### src/rtl/heater_pkg.sv
// heater_pkg: shared definitions for the heater bank controller.
//   heater_mode_e : operating mode decoded from sw[7:6]
//   clog2         : ceiling log2 for elaboration-time sizing
//   DEF_*         : default parameter values
package heater_pkg;

  typedef enum logic [1:0] {
    HM_OFF    = 2'b00,
    HM_STATIC = 2'b01,
    HM_PWM    = 2'b10,
    HM_SWEEP  = 2'b11
  } heater_mode_e;

  localparam int DEF_WIDTH       = 32;
  localparam int DEF_N_BANK      = 8;
  localparam int DEF_PWM_BITS    = 6;
  localparam int DEF_STEP_CYCLES = 1024;

  // Smallest r with 2**r >= v. It only runs at elaboration.
  function automatic int clog2(input int v);
    int r;
    r = 0;
    for (int i = 0; i < 31; i++) begin
      if ((1 << i) < v) r = i + 1;
    end
    return r;
  endfunction

endpackage

### src/rtl/heater_ramp.sv
// heater_ramp: moves the active bank count one step toward a target.
//   clk, rst    : clock, asynchronous active-high reset
//   target      : desired bank count T
//   force_zero  : kills the count to 0 immediately, bypassing the ramp
//   count       : active bank count A
//   tick        : high on the last cycle of each STEP_CYCLES interval
module heater_ramp
  import heater_pkg::*;
#(
  parameter int N_BANK      = DEF_N_BANK,
  parameter int STEP_CYCLES = DEF_STEP_CYCLES,
  parameter int AW          = clog2(DEF_N_BANK) + 1
) (
  input  logic          clk,
  input  logic          rst,
  input  logic [AW-1:0] target,
  input  logic          force_zero,
  output logic [AW-1:0] count,
  output logic          tick
);

  localparam int SCW = clog2(STEP_CYCLES);

  logic [SCW-1:0] step_cnt;

  assign tick = (step_cnt == SCW'(STEP_CYCLES - 1));

  // The step counter runs free from reset and is never restarted, so a
  // mode change does not disturb the tick cadence.
  always_ff @(posedge clk or posedge rst) begin
    if (rst) begin
      step_cnt <= '0;
    end else if (tick) begin
      step_cnt <= '0;
    end else begin
      step_cnt <= step_cnt + 1'b1;
    end
  end

  always_ff @(posedge clk or posedge rst) begin
    if (rst) begin
      count <= '0;
    end else if (force_zero) begin
      count <= '0;
    end else if (tick) begin
      if (count < target) begin
        count <= count + 1'b1;
      end else if (count > target) begin
        count <= count - 1'b1;
      end
    end
  end

endmodule

### src/rtl/heater_bank_ctrl.sv
// heater_bank_ctrl: converts board switches into banked heater enables.
//   clk, rst  : clock, asynchronous active-high reset
//   sw[7:0]   : asynchronous switches; [7:6] mode, [PWM_BITS-1:0] level L
//   enable    : registered heater enables, bank b drives [b*BW +: BW]
//   ld[7:0]   : registered bank-on status (ungated by PWM)
//   at_target : registered, high when active count equals target
module heater_bank_ctrl
  import heater_pkg::*;
#(
  parameter int WIDTH       = DEF_WIDTH,
  parameter int N_BANK      = DEF_N_BANK,
  parameter int PWM_BITS    = DEF_PWM_BITS,
  parameter int STEP_CYCLES = DEF_STEP_CYCLES
) (
  input  logic             clk,
  input  logic             rst,
  input  logic [7:0]       sw,
  output logic [WIDTH-1:0] enable,
  output logic [7:0]       ld,
  output logic             at_target
);

  localparam int AW = clog2(N_BANK) + 1;
  localparam int BW = WIDTH / N_BANK;
  localparam int PW = PWM_BITS + AW + 1;

  logic [7:0]          s1, s2;
  heater_mode_e        mode;
  logic [PWM_BITS-1:0] lvl;
  logic [PW-1:0]       prod;
  logic [AW-1:0]       tgt, cnt;
  logic                tick;
  logic                dir_up;
  logic [PWM_BITS-1:0] pwm_cnt;
  logic                pwm_on;
  logic [N_BANK-1:0]   bank_on;
  logic [WIDTH-1:0]    enable_nxt;
  logic [7:0]          ld_nxt;

  // Two-flop synchronizer; everything downstream decodes s2 only.
  always_ff @(posedge clk or posedge rst) begin
    if (rst) begin
      s1 <= '0;
      s2 <= '0;
    end else begin
      s1 <= sw;
      s2 <= s1;
    end
  end

  assign mode = heater_mode_e'(s2[7:6]);

  // Level is the low switch bits, zero-extended when the field is wider
  // than the six switches available.
  always_comb begin
    lvl = '0;
    for (int i = 0; i < PWM_BITS; i++) begin
      if (i < 6) lvl[i] = s2[i];
    end
  end

  // ceil(L * N_BANK / 2^PWM_BITS); N_BANK is a power of two so this is a
  // rounded-up shift.
  assign prod = PW'(lvl) * PW'(N_BANK) + PW'((1 << PWM_BITS) - 1);

  always_comb begin
    tgt = '0;
    unique case (mode)
      HM_OFF:    tgt = '0;
      HM_STATIC: tgt = AW'(prod >> PWM_BITS);
      HM_PWM:    tgt = AW'(N_BANK);
      HM_SWEEP:  tgt = dir_up ? AW'(N_BANK) : '0;
      default:   tgt = '0;
    endcase
  end

  heater_ramp #(
    .N_BANK      (N_BANK),
    .STEP_CYCLES (STEP_CYCLES),
    .AW          (AW)
  ) u_ramp (
    .clk        (clk),
    .rst        (rst),
    .target     (tgt),
    .force_zero (mode == HM_OFF),
    .count      (cnt),
    .tick       (tick)
  );

  // Sweep direction. Held up outside SWEEP so every entry starts upward;
  // it turns at the extremes of the count.
  always_ff @(posedge clk or posedge rst) begin
    if (rst) begin
      dir_up <= 1'b1;
    end else if (mode != HM_SWEEP) begin
      dir_up <= 1'b1;
    end else if (cnt == AW'(N_BANK)) begin
      dir_up <= 1'b0;
    end else if (cnt == '0) begin
      dir_up <= 1'b1;
    end
  end

  always_ff @(posedge clk or posedge rst) begin
    if (rst) begin
      pwm_cnt <= '0;
    end else begin
      pwm_cnt <= pwm_cnt + 1'b1;
    end
  end

  assign pwm_on = (pwm_cnt < lvl);

  always_comb begin
    bank_on    = '0;
    enable_nxt = '0;
    ld_nxt     = '0;
    for (int b = 0; b < N_BANK; b++) begin
      bank_on[b] = (AW'(b) < cnt);
      if (mode != HM_OFF) begin
        enable_nxt[b*BW +: BW] = {BW{bank_on[b] & ((mode != HM_PWM) | pwm_on)}};
      end
    end
    for (int i = 0; i < 8; i++) begin
      if (i < N_BANK) ld_nxt[i] = bank_on[i];
    end
  end

  always_ff @(posedge clk or posedge rst) begin
    if (rst) begin
      enable    <= '0;
      ld        <= '0;
      at_target <= 1'b0;
    end else begin
      enable    <= enable_nxt;
      ld        <= ld_nxt;
      at_target <= (cnt == tgt);
    end
  end

endmodule
### config.mk
export PLATFORM = sky130hd
export DESIGN_NAME = heater_bank_ctrl
export DESIGN_NICKNAME = d
export VERILOG_FILES = /design/src/rtl/heater_pkg.sv /design/src/rtl/heater_ramp.sv /design/src/rtl/heater_bank_ctrl.sv
export SDC_FILE = /design/constraint.sdc
export NUM_CORES = 1
export LEC_CHECK = 0
export CELL_PAD_IN_SITES_DETAIL_PLACEMENT = 1
export CELL_PAD_IN_SITES_GLOBAL_PLACEMENT = 2
export CORE_ASPECT_RATIO = 0.9
export CORE_MARGIN = 4
export CORE_UTILIZATION = 34
export CTS_BUF_LIST = sky130_fd_sc_hd__clkbuf_4 sky130_fd_sc_hd__clkbuf_8
export DETAILED_ROUTE_END_ITERATION = 10
export PLACE_DENSITY_LB_ADDON = 0.1
export SLEW_MARGIN = 15
export SYNTH_ARGS = -nofsm -noshare
export SYNTH_HDL_FRONTEND = slang
export SYNTH_SLANG_ARGS = --single-unit
### constraint.sdc
create_clock -name clk -period 3.08 [get_ports clk]
set_input_delay 0.77 -clock clk [delete_from_list [all_inputs] [get_ports clk]]
set_output_delay 0.77 -clock clk [all_outputs]
set_load 0.1 [all_outputs]
# After elaboration in Yosys (flattened, before gate mapping)
# Index checks and enable logic that the tools add are counted.
dict set report classes {
  addsub 5
  order_cmp 11
  n_eq_ne 8
  n_mux 18
  bitwise 9
  reduce_logical 7
}
# op n
set ops {}
lappend ops {{$mux 4} 13}
lappend ops {{$lt 3x4->1 const A} 4}
lappend ops {{$pmux 4 s4} 1}
lappend ops {{$add 10x1->10 const B} 1}
lappend ops {{$add 9x6->10 const B} 1}
lappend ops {{$eq 10x10->1 const B} 1}
lappend ops {{$mux 10} 1}
lappend ops {{$and 1x1->1} 8}
lappend ops {{$lt 1x4->1 const A} 2}
lappend ops {{$lt 2x4->1 const A} 2}
lappend ops {{$add 6x1->6 const B} 1}
lappend ops {{$lt 6x6->1} 1}
lappend ops {{$reduce_bool 3->1} 2}
lappend ops {{$add 4x1->4 const B} 1}
lappend ops {{$eq 2x2->1 const B} 2}
lappend ops {{$eq 4x4->1} 1}
lappend ops {{$eq 4x4->1 const B} 1}
lappend ops {{$gt 4x4->1} 1}
lappend ops {{$logic_not 4->1} 1}
lappend ops {{$lt 4x4->1} 1}
lappend ops {{$ne 2x2->1 const B} 2}
lappend ops {{$reduce_bool 2->1} 2}
lappend ops {{$sub 4x1->4 const B} 1}
lappend ops {{$mux 1} 3}
lappend ops {{other kinds (4)} 4}
dict set report totals {
  ff_bits 78
  out_inout_bits 41
  elab_cells 67
}

# Depth between registers and ports, before layout
dict set report logic_depth {
  depth_word 7
  ltp_mapped 11
  mapped_depth_nobuf 11
}

# Hierarchy
# A second synthesis with hierarchy kept.
dict set report unflattened {
  hier_cells 237
  hier_area_um2 2631.3
}
# module n_inst cells_each area_each_um2 seq_area_each_um2
set modules_own_cells {}
lappend modules_own_cells {heater_bank_ctrl 1 153 1776.7 1002.2}
lappend modules_own_cells {heater_ramp 1 84 854.6 350.3}

# Least setup slack after synthesis
# OpenSTA, ideal clock, no wires.
dict set report synth_path {
  kind {flip-flop to flip-flop}
  start {register s2[2]}
  end {register u_ramp.count[2]}
  setup_ns 0.079
  arrival_ns 2.214
  t_required_ns 3.001
  slack_ns 0.786
  stages_incl_launch_ff 12
  path_buffers 0
  synth_period_minus_slack_ns 2.294
  path_cell_list {dfrtp_1 nor3_1 nor2_1 nand2_1 nor3_1 o22ai_1 ha_1 a21o_1 o31ai_1 nand2_4 a21oi_1 mux2i_1}
}
dict set report synth_between {
  elab_chain_cells 6
}
# element line_no
set synth_rtl {}
lappend synth_rtl {{from (decl)} heater_bank_ctrl.sv:27} ;# logic [7:0] s1, s2;
lappend synth_rtl {{from (signal assigned)} heater_bank_ctrl.sv:44} ;# s2 <= '0;
lappend synth_rtl {{from (signal assigned)} heater_bank_ctrl.sv:47} ;# s2 <= s1;
lappend synth_rtl {{$add 9x6->10 *} heater_bank_ctrl.sv:64} ;# assign prod = PW'(lvl) * PW'(N_BANK) + PW'((1 << PWM_BITS) - 1);
lappend synth_rtl {{$pmux 4 s4 *} heater_bank_ctrl.sv:68} ;# unique case (mode)
lappend synth_rtl {{$lt 4x4->1} heater_ramp.sv:46} ;# if (count < target) begin
lappend synth_rtl {{$mux 4} heater_ramp.sv:46}
lappend synth_rtl {{$mux 4} heater_ramp.sv:45} ;# end else if (tick) begin
lappend synth_rtl {{$mux 4} heater_ramp.sv:43} ;# end else if (force_zero) begin
lappend synth_rtl {{to (signal assigned)} heater_ramp.sv:47} ;# count <= count + 1'b1;
lappend synth_rtl {{to (signal assigned)} heater_ramp.sv:49} ;# count <= count - 1'b1;
lappend synth_rtl {{to (decl)} heater_ramp.sv:18} ;# output logic [AW-1:0] count,
# Every way passes the cells marked *; elsewhere a longest branch is shown, timed or not. The select of a mux whose other input is x is not followed.
# A chain may end at the register's enable or synchronous reset.

# Final worst setup path
# Same ends and word-level chain as after synthesis.

==> impl_metrics.ini <==
[finish]
fillers = 761
syn2layout_area_growth_pct = 18.5
final_nets = 264
final_layout_size_suffix_gt1_share_pct = 24.9
mostFrequentLayoutCells = 53 x dfrtp_1, 41 x buf_4, 14 x ha_1
final_common_cell = dfrtp_1
fin_area_um2 = 2880
n_antenna_cell = 0

[power]
p_leak_nw = 1.47
combPwrFrac_pct = 6.0
p_sw_share_pct = 21.5
power.internal_mw = 0.976
p_clk_share_pct = 35.6
powerDensity_nw_per_um2 = 432
ir_drop_mv = 0.198
p_seq_share_pct = 58.4
power.switching_mw = 0.268

[logic_synthesis]
ys.flop_type = dfrtp_1
synthArstFlopShare_pct = 100
ys_seq_elements = 54
synthCells = 209
synth_edf_count = 0
synth.distinct_cells = 36
ys_seq_area_share_pct = 55.7
synth_nets = 233
syn_area_per_cell_um2 = 11.6
synth_warnings = 0
syn-cell-area_um2 = 2430

[worst_setup_path]
critical_path.startpoint = s2[2]
cp_max_fo = 7
max_stage_delay_ps = 470
r2r-start = s2[2]
endpoint_kind = register
cp_slowest_cell = o31ai_1
critPathMostFrequentCell = nor3_1
arrival_ps = 2890
required_ps = 3300
critPathKind = register to register
path_cells = nor3_1 > nor2_1 > nand2_1 > nor3_1 > o22ai_1 > ha_1 > a21o_1 > o31ai_1 > nand2_4 > a21oi_1 > mux2i_1
cp-start-kind = register

[cts]
hold_buffers = 0
cts_tree = built
htreeDepth = 2
clkTransAtPathRegs_ps = 90
clock_path_buffers = 2
clockRootBuffer = clkbuf_8
ctsResizeCount = 0
insertion_delay_ps = 290
cts_buffers = 5
cts_num_sinks = 54
cts_setup_buffers = 0

[place]
io_buffers = 50
hpwl_mm = 3.65
dpl-instance-area_um2 = 2770
gp_congestion = 0.813

[die]
die-area_um2 = 8560
initial_core_util_pct = 35.9
die_w_um = 97.1
rows = 28
die_h_um = 88.2
ioPinCount = 51
core_um2 = 6760

[timing]
setup_violations = 0
skew_ps = 5.54
fin_setup_tns_ps = 0
slew_violations = 0
max-slew-margin-rel_pct = 56.1
fmax_mhz = 375
max_slew.worst_pin.slew_ps = 658
period_needed_ps = 2660
hold_viol_final = 0
period_share_pct = 86.5
rsz0062_at_grt = no

[routing]
dr.pass1.iters = 4
routedWlPerCell_um = 14.2
drc = 0
wirelength_mm = 4.70
avgViaCountPerCell = 4.73
drtIter0Drc = 33
ant_nets = 0
num_vias = 1565

[global_routing]
grt_pass1_wl_mm = 8.09
grt_pass1_vias = 1620
grtUsageTotal_pct = 11.8
grt-ovfl-total = 0
grt_max_degree = 31
antenna_found_initial = 0

[hold_path]
hp-start = s1[4]
hold_class = register to register

[job]
max_cap_violations = 0

[outcome]
outcome = finished, final reports clean
[critical path, delay by kind of cell (launching register included)]
| family | cells | cell delay, ps |
|---|---|---|
| compound gates | 4 | 1030 |
| fa+ha+maj | 1 | 320 |
| flops | 1 | 380 |
| mux | 1 | 210 |
| simple gates | 5 | 640 |
[path summary, 6_finish.rpt]
kind / end / slack (ps) / depth (start not counted)
min in group asynchronous: u_ramp.step_cnt[1] / 880 / 2
worst min register to register: s2[4] / 350 / 0
worst max-delay path: u_ramp.count[2] / 420 / 11
worst min-delay path: s2[4] / 350 / 0
max in group asynchronous: pwm_cnt[0] / 1640 / 3
worst max register to register: u_ramp.count[2] / 420 / 11
[flip-flops by register name, summed over array words and instances (netlist names)]
register and cells:
u_ramp.count 4, at_target 1, dir_up 1, pwm_cnt 6, ld 8, s2 8
enable 8, s1 8, u_ramp.step_cnt 10
[metal layers]
| metal | global-route usage (%) | up-vias | part of all wire [%] |
|---|---|---|---|
| met5 | 0 | - | 0 |
| met4 | 3.06 | 0 | 0.81 |
| met3 | 3.34 | 5 | 7.2 |
| met2 | 18.6 | 49 | 43 |
| met1 | 16.0 | 769 | 49 |
| li1 | - | 742 | - |
[through the flow]
step	power, mW	cells	worst slack [ps]	hold WS [ps]	utilization (%)
floorplan	0.788	209	786	331	-
global placement	0.815	323	626	333	40.9
detailed placement	0.818	323	449	336	40.9
CTS	1.26	331	420	357	42.6
global route	1.31	331	163	362	42.6
finish	1.24	331	415	353	42.6
[synth_stat cells (all sizes together) (4+ instances only)]
cell	n	area [µm²]
nor2	11	41.3
inv	14	52.6
dfrtp	53	1330
a21oi	6	30.0
buf	24	180
nand4	4	31.3
o21ai	9	45.0
nand2	9	41.3
ha	14	175
xor2	4	35.0
a21o	6	45.0
nand3	8	45.0
xnor2	10	87.6
a21boi	7	52.6
[power by group through the flow]
stage,logic (mW),clock network [mW],registers (mW)
finish,0.0747,0.442,0.727
global route,0.0846,0.493,0.729
CTS,0.0771,0.458,0.727
detailed placement,0.0765,0,0.741
global placement,0.0739,0,0.741
floorplan,0.0399,0,0.748
[cells by family after synthesis]
family	count (synthesis)	synth area share [%]
AND/OR/NAND/NOR	52	12.8
buffers and inverters	41	10.0
flip-flops	54	55.7
AO/OA/AOI/OAI	32	8.40
adder cells (fa/ha/maj)	14	7.21
XOR/XNOR	14	5.05
multiplexers	2	0.824
[layout make-up]
type / count / area, µm² / share of cell area [%]
Clock buffer: 8 / 110 / 3.83
Tap cell: 90 / 113 / 3.91
Timing Repair Buffer: 51 / 418 / 14.5
Sequential cell: 54 / 1350 / 47.0
Inverter: 14 / 52.6 / 1.83
Multi-Input combinational cell: 114 / 832 / 28.9
(Power assumes the default switching activity.)
==> patch 1: new RTL, same settings <==
Register the input `sw` before use, cleared by the reset. The logic sees it one clock later.
--- a/src/rtl/heater_bank_ctrl.sv
+++ b/src/rtl/heater_bank_ctrl.sv
@@ -24,6 +24,16 @@
   localparam int BW = WIDTH / N_BANK;
   localparam int PW = PWM_BITS + AW + 1;
 
+  logic [7:0] sw_q;
+
+  always_ff @(posedge clk or posedge rst) begin
+    if (rst) begin
+      sw_q <= '0;
+    end else begin
+      sw_q <= sw;
+    end
+  end
+
   logic [7:0]          s1, s2;
   heater_mode_e        mode;
   logic [PWM_BITS-1:0] lvl;
@@ -43,7 +53,7 @@
       s1 <= '0;
       s2 <= '0;
     end else begin
-      s1 <= sw;
+      s1 <= sw_q;
       s2 <= s1;
     end
   end
Function: changed (Yosys sat finds a counterexample within 4 cycles, from zero or initial values and one cycle with rst high).
==> patch 1 against the original RTL <==
Cell area grew 11%; worst setup slack gained 0.12 ns; first-iteration DRC count shrank 6.1%; sequential cell count grew 8; combinational power is essentially flat; power grew 32%; area after synthesis grew 9.1%; die area grew 8.3%; maximum frequency grew 4.6%; critical path depth is the same; routed wire length grew 2.7%; largest power group unchanged; highest routed layer unchanged.
==> patch 1: results (changes against the original RTL) <==
status=complete, no violations; Congestion Overflow GR=0 (unchanged); Slowest-stage cell, CP=or3b_1; final worst path period share=82.7% (-3.8 points); Worst setup startpoint=s2[0]; vias in the first global route=1650 (+1.9%); GRT Resource Usage Total=11.3% (-0.44 points); total number of vias=1609 (+2.8%); VDD IR-drop max=0.317 mV (+60%); first-pass GRT wire length=8150 um (+0.68%); largest net degree at the start of global routing=38 (+23%); Placer Congestion=0.721 (-11%); main area contributors after synthesis=dfrtp_1, buf_4, ha_1; sequential area share after synthesis=58.6% (+2.9 points); TritonCTS Buffers=9 (+4); synth unique cells=37 (+2.8%); NetSw=389 uW (+45%); top post-synthesis cells by count=dfrtp_1, buf_4, inv_1; Worst-Margin Slew=0.587 ns (-0.0709 ns); Setup Buffers After CTS=0 (unchanged); CTS H-tree lvls=3 (+1); CP Data Arrival Time=2.81 ns (-0.08 ns); CP Max Fanout=5 (-2); final WL=4830 um (+2.7%); Layout Nets=280 (+6.1%); initial DRC count=31 (-6.1%); Worst R2R End=u_ramp.count[1]; number of remaining DRC errors=0 (unchanged); layout cell share with drive strength beyond 1=27.2% (+2.3 points); CP max stage delay=0.42 ns (-0.05 ns); drt pass-1 iters=4 (unchanged); Post-CTS Resized=0 (unchanged); skew final=0.00740 ns (+0.00185 ns); CTS root buf=clkbuf_8; Setup WS pre-CTS=0.497 ns (+0.0480 ns); Final HPWL DP=3470 um (-4.9%); syn nets=244 (+4.7%); Static Leakage=1.62 nW (+10%); Worst-Skew Late Latency=0.33 ns (+0.04 ns)
## patch 1: cell count changes after synthesis, moves of 2 or more
cell and change:
dfrtp_1 +8, or3_1 -2, xor2_1 +2, o31ai_1 -2, nor3_1 +2, xnor2_1 -2
## patch 1: stage by stage
stage,utilization [%],hold WS (ns),area (sq um),cells
global placement,39.6,0.333,2990,341
floorplan,-,0.331,2650,220
finish,42.4,0.350,3200,357
CTS,42.4,0.353,3200,357
detailed placement,39.6,0.336,2990,341
global route,42.4,0.357,3200,357
## patch 1: area by class of cell
type	count	area, sq um
timing repair buffer	52	413
inverter	15	56.3
clock buffer	10	138
fill	789	4350
sequential	62	1550
clock inverter	6	70.1
multi-input combinational	116	848
tap	96	120
## patch 1: routing by layer
layer	GRT usage, %	part of all wire (%)	up-vias
met1	15.8	49	760
li1	-	-	788
met3	4.11	7.6	9
met2	15.8	42	52
met4	4.65	1.5	0
met5	0	0	-
## patch 1: cells by family after synthesis
logic type	after synthesis	synth area share [%]
xor gates and xnor gates	14	4.63
AOI/OAI and AO/OA	34	8.55
buffers and inverters	42	9.35
DFF	62	58.6
adders and majority gates	14	6.61
and+or+nand+nor	52	11.5
muxes	2	0.756
## patch 1: how the worst min path moves through the flow
stage / start / to / slack [ns] / cells past startpoint
finish: sw_q[0] / s1[0] / 0.35 / 0
global route: s1[3] / s2[3] / 0.36 / 0
CTS: s1[3] / s2[3] / 0.35 / 0
detailed placement: sw_q[0] / s1[0] / 0.34 / 0
global placement: s1[7] / s2[7] / 0.33 / 0
floorplan: sw_q[0] / s1[0] / 0.33 / 0
## patch 1: worst max-delay path: cells and delay by family, from the launching register on
| family | cells | cell delay [ns] |
|---|---|---|
| and+or+nand+nor | 6 | 1.16 |
| AOI/OAI and AO/OA | 4 | 0.61 |
| DFF | 1 | 0.38 |
| adders and majority gates | 1 | 0.34 |
## patch 1: power by group through the flow
stage | sequential, mW | clock [mW] | combinational (mW)
after global placement | 0.854 | 0 | 0.0772
final | 0.839 | 0.732 | 0.0747
after global routing | 0.841 | 0.803 | 0.0845
after CTS | 0.839 | 0.766 | 0.0777
after floorplan | 0.861 | 0 | 0.0409
after detailed placement | 0.855 | 0 | 0.0772
==> patch 2: new RTL, same settings <==
Without the edit above. Set the package constant `DEF_PWM_BITS` to 3 (it was 6).
--- a/src/rtl/heater_pkg.sv
+++ b/src/rtl/heater_pkg.sv
@@ -13,7 +13,7 @@
 
   localparam int DEF_WIDTH       = 32;
   localparam int DEF_N_BANK      = 8;
-  localparam int DEF_PWM_BITS    = 6;
+  localparam int DEF_PWM_BITS    = 3;
   localparam int DEF_STEP_CYCLES = 1024;
 
   // Smallest r with 2**r >= v. It only runs at elaboration.
Check against the original RTL: not equivalent (Yosys sat finds a counterexample within 4 cycles, from zero or initial values and one cycle with rst high).
==> patch 2 against the original RTL <==
Clock skew is 0.0034 ns higher; worst setup slack gained 0.46 ns; cell area fell by 17%; routed wire length decreased by 19%; maximum frequency grew 21%; power shrank 18%; combinational power is 36% lower; area after synthesis down 17%; sequential cell count shrank 9; first-iteration DRC count shrank 39%; highest routed layer unchanged.
==> patch 2: results (changes against the original RTL) <==
Reg2Reg Depth=7 (-4); Seq group=602 uW (-17%); comb pwr=48.0 uW (-36%); Setup WS pre-CTS=0.894 ns (+0.445 ns); GRT Resource Usage Total=11.6% (-0.15 points); initial DRC count=20 (-39%); cell family with most CP delay=simple AND/OR/NAND/NOR gates; PortBufs=47 (-6.0%); Static Leakage=1.30 nW (-12%); CTS max path bufs=2 (unchanged); layout cell share with drive strength beyond 1=27.4% (+2.5 points); power in the clock group=372 uW (-16%); worst hold margin=0.351 ns (-0.00127 ns); CP max stage delay=0.54 ns (+0.07 ns); Avg Cell Area, Syn=11.1 sq um (-4.6%); Slowest-stage cell, CP=dfstp_2; VDD IR-drop max=0.257 mV (+30%); via/cell ratio=4.72 (-0.17%); DP Cell Count=275 (-15%); Placed Area=0.00230 sq mm (-17%); Hold Path Depth=0 (unchanged); sequential area share after synthesis=55.9% (+0.17 points); Largest regs=u_ramp.step_cnt x10, enable x8, ld x8; Final HPWL DP=2850 um (-22%); skew final=0.00890 ns (+0.00336 ns); R2R Path Start=dir_up; Hold Startpoint=s1[6]; Placer Congestion=0.769 (-5.3%); Layout Nets=233 (-12%); NetSw=222 uW (-17%); syn nets=203 (-13%); CP Max Fanout=6 (-1); Avg WL per Cell=13.5 um (-5.0%); CP Data Arrival Time=2.42 ns (-0.47 ns); r2r setup slk=0.88 ns (+0.46 ns); main area contributors after synthesis=dfrtp_1, buf_4, ha_1; largest net degree at the start of global routing=46 (+48%); Worst R2R End=u_ramp.count[1]; top post-synthesis cells by count=dfrtp_1, buf_4, inv_1; Relative slew margins=47.3% (-8.7 points); Synth warnings=0 (unchanged); status=complete, no violations; fmax=0.454 GHz (+21%); first-pass GRT wire length=6300 um (-22%); FFs w/ async S/R, synth=100% (unchanged); total number of vias=1331 (-15%); synth unique cells=34 (-5.6%); Hold EP=s2[6]
## patch 2: final cells by class
| type | count | area [sq um] |
|---|---|---|
| inverters | 17 | 63.8 |
| flip-flops and latches | 45 | 1130 |
| well taps | 70 | 87.6 |
| fillers | 631 | 3340 |
| clock buffers | 7 | 90.1 |
| repair buffers | 48 | 375 |
| multi-input cells | 95 | 643 |
## patch 2: per-layer routing
metal / track usage [%] / up-vias / share of wire (%)
met4: 4.91 / 0 / 1.3
li1: - / 631 / -
met1: 14.1 / 652 / 43
met3: 3.35 / 4 / 7.4
met5: 0 / - / 0
met2: 19.1 / 44 / 48
## patch 2: cells by family (layout without fill, tap and decap cells)
logic type      count (synthesis)  after routing  synth area share (%)
simple gates                   47             47                  12.8
buf+inv                        42             72                  12.3
fa+ha+maj                      11             11                  6.82
compound gates                 28             28                  8.31
flops                          45             45                  55.9
mux                             1              1                 0.496
xor+xnor                        8              8                  3.47
